--- src/rtl/div4bit_seq.sv ---
// div4bit_seq: sequential restoring divider for unsigned operands.
// One quotient bit per cycle, MSB first, with a busy/done handshake.
`default_nettype none

module div4bit_seq #(
    parameter int N = 4
) (
    input  logic         clk,
    input  logic         rst,
    input  logic         start,
    input  logic [N-1:0] a,
    input  logic [N-1:0] b,
    output logic         busy,
    output logic         done,
    output logic [N-1:0] q,
    output logic [N-1:0] r,
    output logic         dz
);

    localparam int CW = (N > 2) ? $clog2(N) : 1;

    localparam logic [1:0] IDLE = 2'd0;
    localparam logic [1:0] CALC = 2'd1;
    localparam logic [1:0] DONE = 2'd2;

    logic [1:0]    state;
    logic [N-1:0]  dvd;
    logic [N-1:0]  dvs;
    logic [N-1:0]  rem;
    logic [CW-1:0] cnt;
    logic          dz_int;

    logic [N:0]    rem_sh;
    logic [N-1:0]  rem_sub;
    logic          ge;
    logic [N-1:0]  rem_next;
    logic [N-1:0]  dvd_next;

    // The restored remainder is always below the divisor, so N bits hold it;
    // only the shifted value needs the extra top bit for the compare.
    always_comb begin
        rem_sh   = {rem, dvd[N-1]};
        ge       = (rem_sh >= {1'b0, dvs});
        rem_sub  = rem_sh[N-1:0] - dvs;
        rem_next = ge ? rem_sub : rem_sh[N-1:0];
        dvd_next = {dvd[N-2:0], ge};
    end

    always_ff @(posedge clk) begin
        if (rst) begin
            state  <= IDLE;
            dvd    <= '0;
            dvs    <= '0;
            rem    <= '0;
            cnt    <= '0;
            dz_int <= 1'b0;
            q      <= '0;
            r      <= '0;
            dz     <= 1'b0;
        end else begin
            case (state)
                IDLE: begin
                    if (start) begin
                        dvd    <= a;
                        dvs    <= b;
                        rem    <= '0;
                        cnt    <= CW'(N - 1);
                        dz_int <= (b == '0);
                        state  <= CALC;
                    end
                end
                CALC: begin
                    dvd <= dvd_next;
                    rem <= rem_next;
                    cnt <= cnt - 1'b1;
                    // Results are published straight from the final iteration.
                    if (cnt == '0) begin
                        q     <= dvd_next;
                        r     <= rem_next;
                        dz    <= dz_int;
                        state <= DONE;
                    end
                end
                DONE: begin
                    state <= IDLE;
                end
                default: begin
                    state <= IDLE;
                end
            endcase
        end
    end

    assign busy = (state == CALC);
    assign done = (state == DONE);

endmodule

`default_nettype wire

--- config.mk ---
export PLATFORM = sky130hd
export DESIGN_NAME = div4bit_seq
export DESIGN_NICKNAME = d
export VERILOG_FILES = /design/src/rtl/div4bit_seq.sv
export SDC_FILE = /design/constraint.sdc
export NUM_CORES = 1
export LEC_CHECK = 0
export BUFFER_PORTS_ARGS = -buffer_cell sky130_fd_sc_hd__buf_2
export CAP_MARGIN = 20
export CORE_ASPECT_RATIO = 0.7
export CORE_UTILIZATION = 45
export DETAILED_ROUTE_END_ITERATION = 12
export PLACE_DENSITY = 0.69
export SYNTH_ARGS = -nofsm -noshare
export SYNTH_HDL_FRONTEND = slang
export SYNTH_SLANG_ARGS = --single-unit
--- constraint.sdc ---
create_clock -name clk -period 2.7 [get_ports clk]
set_input_delay 0.54 -clock clk [delete_from_list [all_inputs] [get_ports clk]]
set_output_delay 0.54 -clock clk [all_outputs]
set_load 0.03 [all_outputs]
[Word-level counts from Yosys, hierarchy flattened]
Cells that the tools add are included.
Storage, ports and cells
  register bits after elaboration: 26
  bits of input ports: 11
  output and inout bits: 11
  logic and storage cells: 34
Operators by class
  add/sub/neg operators: 2
  magnitude comparators: 1
  eq/ne operators: 4
  multiplexer cells: 10
  reduce and logical (&&, ||, !) cells: 8
Operators by type and width (count)
  one-hot mux 4 bit (2 select lines): 2
  two-way mux 4 bit: 3
  one-hot mux 2 bit (2 select lines): 2
  AND reduction 2 bit: 4
  two-way mux 2 bit: 3
  >= comparator 5 x 4 -> 1 bit: 1
  logical NOT 2 bit: 2
  logical NOT 4 bit: 1
  subtractor 4 bit: 1
  equality test 2 x 1 -> 1 bit (second input constant): 1
  equality test 2 bit (second input constant): 1
  inequality test 2 x 1 -> 1 bit (second input constant): 1
  inequality test 2 bit (second input constant): 1
  nonzero test 2 bit: 1
  subtractor 2 x 1 -> 2 bit (second input constant): 1

[Longest topological paths before layout]
  depth after elaboration: 3
  depth in mapped cells: 9
  depth with buffers taken out: 9

[Least setup slack after synthesis]
No wires, ideal clock.
  kind: reg2reg
  start point: register dvs[2]
  end point: register rem[0]
  library setup time: 0.117 ns
  arrival: 1.750 ns
  data required time: 2.583 ns
  setup slack: 0.833 ns
  stages on the path, launching flop included: 8
  buffers on the path: 0
  period minus slack after synthesis: 1.867 ns
  cells stage by stage: dfxtp_1 -> inv_1 -> ha_1 -> or4_4 -> a21oi_2 -> a21oi_2 -> or2_1 -> a32o_1
On the way
  word-level cells in the longest chain between the ends: 3
Ends and longest elaborated chain
  from (decl): RTL line 28  | logic [N-1:0] dvs;
  from (signal assigned): RTL line 53  | dvs <= '0;
  from (signal assigned): RTL line 65  | dvs <= b;
  >= comparator 5 x 4 -> 1 bit: RTL line 43  | ge = (rem_sh >= {1'b0, dvs});
  two-way mux 4 bit: RTL line 45  | rem_next = ge ? rem_sub : rem_sh[N-1:0];
  one-hot mux 4 bit (2 select lines): RTL line 61  | case (state)
  to (signal assigned): RTL line 74  | rem <= rem_next;
  to (decl): RTL line 29  | logic [N-1:0] rem;
Every way passes these cells.
A chain may end at the register's enable or synchronous reset.

[Worst setup path after layout]
  start point: register state[0]
  end point: output port busy
On the way
  word-level cells in the longest chain between the ends: 1
Ends and longest elaborated chain
  from (decl): RTL line 26  | logic [1:0] state;
  from (signal assigned): RTL line 51  | state <= IDLE;
  from (signal assigned): RTL line 69  | state <= CALC;
  from (signal assigned): RTL line 81  | state <= DONE;
  equality test 2 x 1 -> 1 bit: RTL line 94  | assign busy = (state == CALC);
  to (decl): RTL line 13  | output logic busy,
Every way passes these cells.

==> results.json <==
{
  "cp_max_fo": 14,
  "htreeDepth": 1,
  "p_int_uw": 629,
  "cts_resized": 0,
  "vias": 1069,
  "outcome": "finished clean",
  "post-route-period-util": 0.792,
  "yosys.area.top_type": "dfxtp_1",
  "gr-usage-all-layers": 0.197,
  "diodes": 0,
  "comb_power_share": 0.250,
  "grt_max_degree": 29,
  "drc": 0,
  "port-buffer-count": 21,
  "synth.distinct_cells": 31,
  "clk_latency_ns": 0.27,
  "holdPathStages": 2,
  "antenna_found_initial": 0,
  "p_per_area_mw_per_mm2": 651,
  "die_area_mm2": 0.00291,
  "die_h_um": 45.5,
  "grt_setup_unrepaired": "false",
  "setup_viol": 0,
  "area_delta_synth_final_pct": 14.4,
  "rows": 15,
  "tightest_slew_ns": 0.521,
  "wl_per_cell_um": 12.3,
  "synth.top_cells.by_area": "dfxtp_1, nand2_1, nor2_1",
  "hold_buffers": 0,
  "grt_pass1_vias": 969,
  "post-route-cell-area_mm2": 0.00139,
  "synth_seq_area_share": 0.429,
  "overflow": 0,
  "crit_type": "flip-flop to output pin",
  "cts_buffers": 3,
  "maxSlewHeadroom": 0.652,
  "clock_skew_ns": 0.00339,
  "grt_pass1_wl_um": 4310,
  "final_antenna_net_count": 0,
  "yosysWarnings": 0,
  "endpoint_kind": "output pin",
  "final_hold_viol_count": 0,
  "firstDrtPassIters": 4,
  "swShare": 0.305,
  "die-width_um": 64.1,
  "drtIter0Drc": 66,
  "cts-root-buf": "clkbuf_8",
  "start_util": 0.483,
  "cts_tree": "built",
  "synth_fp_nets": 167,
  "clockBufferDepth": 2,
  "placed_cell_area_mm2": 0.00133,
  "startpoint_type": "flip-flop",
  "fin_setup_tns_ns": 0,
  "p_clk_frac": 0.272,
  "slew_violations": 0,
  "fin_nets": 186,
  "reg2reg_depth": 7,
  "clk_pin_slew_ns": 0.08,
  "io_pins": 22,
  "yosysTopAreaCellShare": 0.429,
  "yosys_register_bits": 26,
  "syn_avg_cell_area_um2": 8.09,
  "peakVddDrop_uv": 331,
  "max_freq_ghz": 0.468,
  "fill_cells": 258,
  "cts_setup_buffers": 0,
  "min_path_type": "flip-flop to flip-flop",
  "arrival_ns": 1.60,
  "pwr-share-seq": 0.478,
  "power.net_switching_uw": 276,
  "core-area_mm2": 0.00251,
  "wl_um": 2480,
  "gp_congestion": 0.961,
  "vias_per_cell": 5.29,
  "min_period_ns": 2.14,
  "synth_cells": 150,
  "crit_required_ns": 2.16,
  "syn-cell-area_mm2": 0.00121,
  "numClockSinks": 26,
  "max_cap_violations": 0,
  "leakagePower_uw": 0.000580,
  "layout-drive-gt1-share": 0.173,
  "dp_hpwl_um": 1880,
  "holdWs_ns": 0.455
}
==> area by class of cell <==
type                    instances  area, µm²  area share
clock buffers                   4       55.1      0.0396
repair buffers                 21        105      0.0757
multi-input cells             108        632       0.455
well taps                      34       42.5      0.0306
flip-flops and latches         26        520       0.375
inverters                       9       33.8      0.0243
==> path summary, 6_finish.rpt <==
kind	from	slack [ns]	end
worst max-delay path	state[0]$_SDFFE_PP0P_	0.56	busy
worst min-delay path	q[1]$_SDFFE_PP0P_	0.45	q[1]$_SDFFE_PP0P_
worst max register to register	dvs[2]$_SDFFE_PP0P_	0.69	rem[0]$_SDFFE_PP0P_
worst min register to register	q[1]$_SDFFE_PP0P_	0.45	q[1]$_SDFFE_PP0P_
==> logic make-up (layout without fill, tap and decap cells) <==
| kind of cell | after synthesis | count (layout) | share of synthesized area |
|---|---|---|---|
| xor+xnor | 2 | 2 | 0.0144 |
| simple gates | 62 | 62 | 0.231 |
| compound gates | 37 | 37 | 0.199 |
| fa+ha+maj | 6 | 6 | 0.0680 |
| buf+inv | 16 | 34 | 0.0505 |
| flops | 26 | 26 | 0.429 |
| mux | 1 | 1 | 0.00825 |
==> placed cells by master, fill, tap and decap left out, drive strengths merged <==
cell type / count
nand2: 30
dfxtp: 26
buf: 21
nor2: 17
a21oi: 14
inv: 9
o21ai: 7
ha: 5
nand2b: 4
a211oi: 4
o31ai: 4
clkbuf: 4
a311oi: 3
nor2b: 2
xnor2: 2
nor3b: 2
or4: 1
and4: 1
nand3: 1
o221a: 1
and2: 1
nor4: 1
o22ai: 1
mux2i: 1
or2: 1
a32o: 1
a31o: 1
nand3b: 1
a31oi: 1
fa: 1
==> synth_stat cells (all sizes together) <==
master and n:
a31o 1, inv 9, fa 1, nor2b 2, a211oi 4, nor3b 2
xnor2 2, nor4 1, o22ai 1, a21oi 14, or4 1, a32o 1
nand3 1, nand2b 4, o21ai 7, clkbuf 6, mux2i 1, nor2 17
o221a 1, or2 1, ha 5, buf 1, o31ai 4, a31oi 1
a311oi 3, nand2 30, dfxtp 26, and2 1, and4 1, nand3b 1
==> registers in the layout (all words and copies together), names as in the netlist <==
name,flops
dvd,4
dvs,4
q,4
r,4
rem,4
cnt,2
state,2
dz,1
dz_int,1
==> per-layer routing <==
layer,share of wire,GRT usage,up-vias
li1,-,-,554
met1,0.54,0.266,496
met2,0.42,0.321,17
met3,0.033,0.0600,2
met4,0.0048,0.0273,0
met5,0,0,-
==> power by group through the flow <==
stage / Sequential (µW) / Combinational (µW) / Clock [µW]
finish: 432 / 226 / 246
global route: 436 / 253 / 274
CTS: 433 / 225 / 254
detailed placement: 441 / 224 / 0
global placement: 440 / 217 / 0
floorplan: 448 / 163 / 0
==> metrics by stage <==
stage | std cells | util | total power [µW] | setup slack (ns)
5_1_grt | 202 | 0.552 | 963 | 0.385
4_1_cts | 202 | 0.552 | 911 | 0.565
3_5_place_dp | 198 | 0.530 | 666 | 0.716
3_3_place_gp | 198 | 0.530 | 657 | 0.790
6_report | 202 | 0.552 | 904 | 0.562
2_1_floorplan | 150 | - | 611 | 0.833
==> worst max-delay path, cell delays in order, from the launching register on <==
cell and delay [ns]:
dfxtp_1 0.48, nand2b_1 0.35, inv_1 0.27, buf_2 0.24
No activity file was read; power rests on OpenSTA's default activity.
